## src/rtl/serial_subtractor_if.sv

```systemverilog
// serial_subtractor_if: start/busy/done operand and result bundle for the serial subtractor
interface serial_subtractor_if #(
    parameter int WIDTH = 8
);
    logic             start;
    logic [WIDTH-1:0] a;
    logic [WIDTH-1:0] b;
    logic             bin;
    logic             busy;
    logic             done;
    logic [WIDTH-1:0] diff;
    logic             bout;

    modport master (output start, a, b, bin, input busy, done, diff, bout);
    modport slave  (input start, a, b, bin, output busy, done, diff, bout);
endinterface

```

## src/rtl/serial_subtractor.sv

```systemverilog
// serial_subtractor: bit-serial a - b - bin, LSB first, one full-subtractor cell and a borrow flip-flop
module serial_subtractor #(
    parameter int WIDTH = 8
) (
    input  logic                clk,
    input  logic                rst,
    serial_subtractor_if.slave  sub_io
);
    localparam int CW = $clog2(WIDTH + 1);
    localparam logic [1:0] IDLE = 2'd0, RUN = 2'd1, DONE = 2'd2;

    logic [1:0]       state_q, state_d;
    logic [CW-1:0]    cnt_q, cnt_d;
    logic [WIDTH-1:0] a_q, a_d, b_q, b_d, res_q, res_d, diff_q, diff_d;
    logic             br_q, br_d, bout_q, bout_d;
    logic             d_bit, br_nx, last;
    logic [WIDTH-1:0] res_nx;

    always_comb begin
        d_bit   = a_q[0] ^ b_q[0] ^ br_q;
        br_nx   = (~a_q[0] & b_q[0]) | (~(a_q[0] ^ b_q[0]) & br_q);
        // result bit enters at the MSB; the concat keeps this legal for WIDTH=1
        res_nx  = WIDTH'({d_bit, res_q} >> 1);
        last    = cnt_q == CW'(WIDTH - 1);
        state_d = state_q;
        cnt_d   = cnt_q;
        a_d     = a_q;
        b_d     = b_q;
        res_d   = res_q;
        br_d    = br_q;
        diff_d  = diff_q;
        bout_d  = bout_q;
        if (state_q == IDLE && sub_io.start) begin
            state_d = RUN;
            a_d     = sub_io.a;
            b_d     = sub_io.b;
            br_d    = sub_io.bin;
            cnt_d   = '0;
        end else if (state_q == RUN) begin
            a_d     = a_q >> 1;
            b_d     = b_q >> 1;
            br_d    = br_nx;
            res_d   = res_nx;
            cnt_d   = cnt_q + CW'(1);
            state_d = last ? DONE : RUN;
            diff_d  = last ? res_nx : diff_q;
            bout_d  = last ? br_nx : bout_q;
        end else if (state_q == DONE) begin
            state_d = IDLE;
        end
    end

    always_ff @(posedge clk) begin
        if (rst) begin
            state_q <= IDLE;
            cnt_q   <= '0;
            a_q     <= '0;
            b_q     <= '0;
            res_q   <= '0;
            br_q    <= 1'b0;
            diff_q  <= '0;
            bout_q  <= 1'b0;
        end else begin
            state_q <= state_d;
            cnt_q   <= cnt_d;
            a_q     <= a_d;
            b_q     <= b_d;
            res_q   <= res_d;
            br_q    <= br_d;
            diff_q  <= diff_d;
            bout_q  <= bout_d;
        end
    end

    assign sub_io.busy = state_q != IDLE;
    assign sub_io.done = state_q == DONE;
    assign sub_io.diff = diff_q;
    assign sub_io.bout = bout_q;
endmodule

```

## src/flat_wrapper.sv

```systemverilog
// flat-port wrapper written by rule: the top's interface ports become plain ports
module serial_subtractor_flat 
#(
    parameter int WIDTH = 8
)
  (clk, rst, sub_io_start, sub_io_a, sub_io_b, sub_io_bin, sub_io_busy, sub_io_done, sub_io_diff, sub_io_bout);
  serial_subtractor_if #(.WIDTH(WIDTH)) sub_io_i ();
  input  logic clk;
  input  logic rst;
  input wire logic [$bits(sub_io_i.start)-1:0] sub_io_start;
  input wire logic [$bits(sub_io_i.a)-1:0] sub_io_a;
  input wire logic [$bits(sub_io_i.b)-1:0] sub_io_b;
  input wire logic [$bits(sub_io_i.bin)-1:0] sub_io_bin;
  output wire logic [$bits(sub_io_i.busy)-1:0] sub_io_busy;
  output wire logic [$bits(sub_io_i.done)-1:0] sub_io_done;
  output wire logic [$bits(sub_io_i.diff)-1:0] sub_io_diff;
  output wire logic [$bits(sub_io_i.bout)-1:0] sub_io_bout;
  assign sub_io_i.start = sub_io_start;
  assign sub_io_i.a = sub_io_a;
  assign sub_io_i.b = sub_io_b;
  assign sub_io_i.bin = sub_io_bin;
  assign sub_io_busy = sub_io_i.busy;
  assign sub_io_done = sub_io_i.done;
  assign sub_io_diff = sub_io_i.diff;
  assign sub_io_bout = sub_io_i.bout;
  serial_subtractor #(.WIDTH(WIDTH)) u_core (.clk(clk), .rst(rst), .sub_io(sub_io_i));
endmodule
```

## config.mk

```make
export PLATFORM = sky130hd
export DESIGN_NAME = serial_subtractor_flat
export DESIGN_NICKNAME = d
export VERILOG_FILES = /design/src/rtl/serial_subtractor_if.sv /design/src/rtl/serial_subtractor.sv /design/src/flat_wrapper.sv
export SDC_FILE = /design/constraint.sdc
export NUM_CORES = 1
export LEC_CHECK = 0
export CORE_MARGIN = 2
export CORE_UTILIZATION = 53
export CTS_BUF_LIST = sky130_fd_sc_hd__clkbuf_2
export DETAILED_ROUTE_END_ITERATION = 8
export MAX_ROUTING_LAYER = met4
export PLACE_DENSITY = 0.86
export REMOVE_ABC_BUFFERS = 1
export SYNTH_ARGS = -nofsm -noshare
export SYNTH_HDL_FRONTEND = slang
export SYNTH_SLANG_ARGS = --single-unit
export TNS_END_PERCENT = 5
```

## constraint.sdc

```tcl
create_clock -name clk -period 1.9 [get_ports clk]
set_input_delay 0.19 -clock clk [delete_from_list [all_inputs] [get_ports clk]]
set_output_delay 0.19 -clock clk [all_outputs]
set_load 0.03 [all_outputs]
```

======== Word-level counts from Yosys, hierarchy flattened ========
Cells that the tools add are included.
word-level totals
  output and inout bits ................... 11
  logic and storage cells ................. 40
  register bits ........................... 40
  bits of input ports ..................... 20
operators by class
  reduce and logical (&&, ||, !) cells .... 9
  bitwise gates (word level) .............. 8
  add/sub/neg operators ................... 1
  equal/unequal tests ..................... 3
  mux-type cells .......................... 10
operator list
  kind                                           number
  2-to-1 mux 8 bit                               4
  2-to-1 mux 2 bit                               3
  nonzero test 2 bit                             3
  adder 4 x 1 -> 4 bit, second input constant    1
  == test 4 x 3 -> 1 bit, second input constant  1
  2-to-1 mux 1 bit                               3
  NOT 1 bit                                      3
  AND reduction 3 bit                            1
  nonzero test 3 bit                             1
  bitwise AND 1 bit                              2
  == test 2 x 1 -> 1 bit, second input constant  1
  == test 2 bit, second input constant           1
  logical NOT 2 bit                              1
  AND reduction 2 bit                            1
  OR reduction 2 bit                             1
  XOR 1 bit                                      2
  logical AND 1 bit                              1
  OR 1 bit                                       1

======== Depth between registers and ports, before layout ========
  word-level depth ........................ 6
  depth in mapped cells ................... 7
  depth with buffers taken out ............ 5

======== Worst setup path after synthesis ========
No wires, ideal clock.
  path kind ............................... register to register
  from .................................... reg u_core.state_q[0]
  to ...................................... reg u_core.a_q[5]
  clock period less this slack ............ 1.320 ns
  buffers on the path ..................... 1
  arrival ................................. 1.183 ns
  library setup time ...................... 0.137 ns
  slack ................................... 0.580 ns
  cell stages (with the launch flop) ...... 6
  data required time ...................... 1.763 ns
  path through ............................ dfxtp_1 -> inv_1 -> ha_1 -> nand2_1 -> clkbuf_1 -> a211oi_1
on the way
  cells in the longest elaborated chain, start to end .. 3
  elaborated cells between the ends (all ways) .. 5
  those cells by class .................... eq/ne (1); mux (1); reduce/logical (3)
RTL lines
  what                                                           line                     source
  from (decl)                                                    serial_subtractor.sv:12  logic [1:0] state_q, state_d;
  from (signal assigned)                                         serial_subtractor.sv:64  state_q <= state_d;
  logical NOT 2 bit                                              serial_subtractor.sv:33  if (state_q == IDLE && sub_io.start) begin
  logical AND 1 bit                                              serial_subtractor.sv:33
  2-to-1 mux 8 bit / nonzero test 2 bit (equally long branches)  n/a
  to (signal assigned)                                           serial_subtractor.sv:57  a_q <= '0;
  to (signal assigned)                                           serial_subtractor.sv:66  a_q <= a_d;
  to (decl)                                                      serial_subtractor.sv:14  logic [WIDTH-1:0] a_q, a_d, b_q, b_d, res_q, res_d, diff_q, diff_d;
Parallel ways exist; a longest one is shown, timed or not.
A chain may end at the register's enable or synchronous reset.

======== Worst setup path in the final report ========
  from .................................... reg u_core.state_q[0]
  to ...................................... out sub_io_busy
on the way
  cells in the longest elaborated chain, start to end .. 1
RTL lines
  what                line                     source
  nonzero test 2 bit  serial_subtractor.sv:75  assign sub_io.busy = state_q != IDLE;
  to (decl)           flat_wrapper.sv:14       output wire logic [$bits(sub_io_i.busy)-1:0] sub_io_busy;
No other way between the ends.

==> results.md <==
- EDFF count, synth: 0
- Routed length per placed instance: ~12 um
- Die Footprint: ~3600 um2
- Vias in the first global route: 1246
- Root buffer cell: clkbuf_2
- 1st-pass router iterations: 4
- Commonest non-fill, non-tap cells in the layout: dfxtp_1, clkdlybuf4s50_1, nor2_1, mux2i_1, nand2_1
- Worst path required time: 1.71 ns
- Initial Utilization: 0.549
- Area share of the leading cell type in the synthesized netlist: 0.470
- Post-route setup TNS: 0 ns
- Largest net degree at the start of global routing: 23
- Synth top area cells: dfxtp_1, mux2i_1, a211oi_1
- Final hold viol count: 0
- Fin nets: 233
- Max_cap viols: 0
- Clock Power Share: 0.163
- FP Rows: 20
- Area Growth Syn to Fin: 22.3%
- Psw: 0.000668 W
- Gate Count Post-Synth: ~170
- RSZ-0062 raised after global routing: no
- Seq/Total Area, Yosys: 0.470
- Gate power share: 0.339
- Post-Syn Area: 1660 um2
- YS warnings: 0
- Tmin final: 1.78 ns
- Multi-input logic area: 785 um2
- Fin crit share: 0.939
- Clock Latency Late Sink: ~0.38 ns
- Critical path data arrival time: 1.59 ns
- Placer Congestion: ~0.8
- Die X: 60.0 um
- Status: finished clean
- Main synth FF type: dfxtp_1
- Routed vias: 1274
- CP max FO: 5
- Clk_skew: 0.00978 ns
- Slew headroom: 0.756
- PwrDens: 982 nW/um2
- Yosys reg bits: 39
- Die outline height: 60.0 um
- Post-route ant nets: 0
- CTS buffer count: 5
- Sw frac: 0.335
- Tightest Hold Check Type: input pin to flop
- CTS H-tree depth: 2
- Slew @ Worst Pin: 0.366 ns
- Leakage: 0.783 nW
- CTS tree: built
- Final wirelength: between 2 and 3 mm
- CTS Buffer Depth: 2
- Initial antenna violation count: 0
- Reg clk slew, reported paths: 0.17 ns
- Most common cell after layout, fill and taps aside: dfxtp_1
- Post-placement cell area: 2000 um2
- CP Class: flop to output port
- Total area of sequential cells: roughly 780 um2
- Synth unique cells: 27
- GRT Util Overall: 0.193
- N_diodes: 0
- # fillers: 257
- Worst-path cell chain: inv_1 > ha_1 > inv_1 > dlygate4sd2_1
- Core Region: 3030 um2
- Share of cells above drive strength 1: 0.0821
- Pins Over Slew Limit: 0
- CP Capture Type: output port
- Top delay family on crit path: buffers and inverters
- Hpwl dp: 2.19 mm
- Fmax achieved: ~0.56 GHz
- Post-route cell area: 2030 um2
- Largest area contributor in the netlist: dfxtp_1
- Vias per std cell: 5.08
- Startpoint Class: flop
- First-pass GRT wire length: 5.09 mm
- Sequential Power Share: 0.498
- Final routed DRC violation total: 0
- Buffers inserted by post-CTS timing repair: 0
- Async SR Flop Fraction: 0
- Most Frequent Cell on Critical Path: inv_1
- Grt ovf: 0
- Int Pwr: roughly 0.0013 W
- PortBufs: 30
- CP bufs+invs: 3
- Crit-path max cell delay: 0.42 ns
- Mean Syn Cell Area: 9.56 um2
- Final setup violation count: 0
- Clock sink total: 39
- IO Count: 31
- DRT iter0 DRCs: 48
- Max VDD drop: 0.562 mV
- Critical-path top delay cell: dfxtp_1
-- layout make-up --
type,instances,share of cell area
Clock buffer,5,0.0123
Clock inverter,2,0.00431
Inverter,5,0.00923
Multi-Input combinational cell,118,0.386
Sequential cell,39,0.384
Tap cell,44,0.0271
Timing Repair Buffer,38,0.178
-- synth_stat cells (3+ instances only) --
master    count
nand2_1      20
ha_1          5
inv_1         5
buf_2         3
clkbuf_1      3
mux2i_1      22
buf_6         3
nand3_1       3
a21oi_1      11
dfxtp_1      39
a211oi_1     15
nor2_1       25
-- routing by layer --
layer	GRT usage	wire, um
met1	0.218	1310
met2	0.326	1430
met3	0.0649	160
met4	0.0476	27
met5	-	0
-- logic make-up (layout without fill, tap and decap cells) --
family | Yosys count | after routing | synth area share
simple gates | 56 | 56 | 0.150
flops | 39 | 39 | 0.470
compound gates | 31 | 31 | 0.124
mux | 22 | 22 | 0.132
buf+inv | 17 | 50 | 0.0587
fa+ha+maj | 6 | 6 | 0.0497
xor+xnor | 3 | 3 | 0.0158
-- through the flow --
| stage | instances | utilization | power, W | worst slack (ns) | hold slack (ns) |
|---|---|---|---|---|---|
| after floorplan | 162 | - | 0.00147 | 0.203 | 0.255 |
| after global placement | 244 | 0.660 | 0.00166 | 0.315 | 0.441 |
| after detailed placement | 244 | 0.660 | 0.00170 | 0.286 | 0.451 |
| after CTS | 251 | 0.671 | 0.00202 | 0.000699 | 0.350 |
| after global routing | 251 | 0.672 | 0.00214 | 0.00309 | 0.339 |
| final | 251 | 0.672 | 0.00200 | 0.116 | 0.369 |
-- state kept, by name (all words and copies together), names as in the netlist --
signal              cells
u_core.b_q              8
u_core.sub_io.diff      8
u_core.cnt_q            4
u_core.br_q             1
u_core.a_q              8
u_core.res_q            7
u_core.sub_io.bout      1
u_core.state_q          2
-- path summary, 6_finish.rpt --
kind	cells past startpoint	slack [ns]	endpoint	start
setup / recovery	4	0.12	sub_io_busy	u_core.state_q[0]$_SDFFE_PP0P_
hold / removal	3	0.37	u_core.a_q[7]$_SDFFE_PP0P_	sub_io_a[7]
setup reg to reg	6	0.26	u_core.b_q[3]$_SDFFE_PP0P_	u_core.state_q[0]$_SDFFE_PP0P_
hold reg to reg	2	0.47	u_core.sub_io.diff[3]$_SDFFE_PP0P_	u_core.sub_io.diff[3]$_SDFFE_PP0P_
-- repair_timing --
item	4_1_cts	5_1_grt
endpoints found under the hold margin	0	0
hold buffers	0	0
endpoints found under the setup margin	1	1
resized for setup	1	1
-- power groups by stage --
stage,logic [W],clock network (W),registers [W]
after floorplan,0.000478,0,0.000993
after global placement,0.000660,0,0.00100
after detailed placement,0.000683,0,0.00101
after CTS,0.000683,0.000337,0.000995
after global routing,0.000747,0.000379,0.00101
final,0.000677,0.000326,0.000996
-- tightest hold or removal path: stages --
cell and delay [ns]:
clkdlybuf4s50_1 0.39, nand3_1 0.08, a21oi_1 0.06
Power figures use the tool's default switching activity.
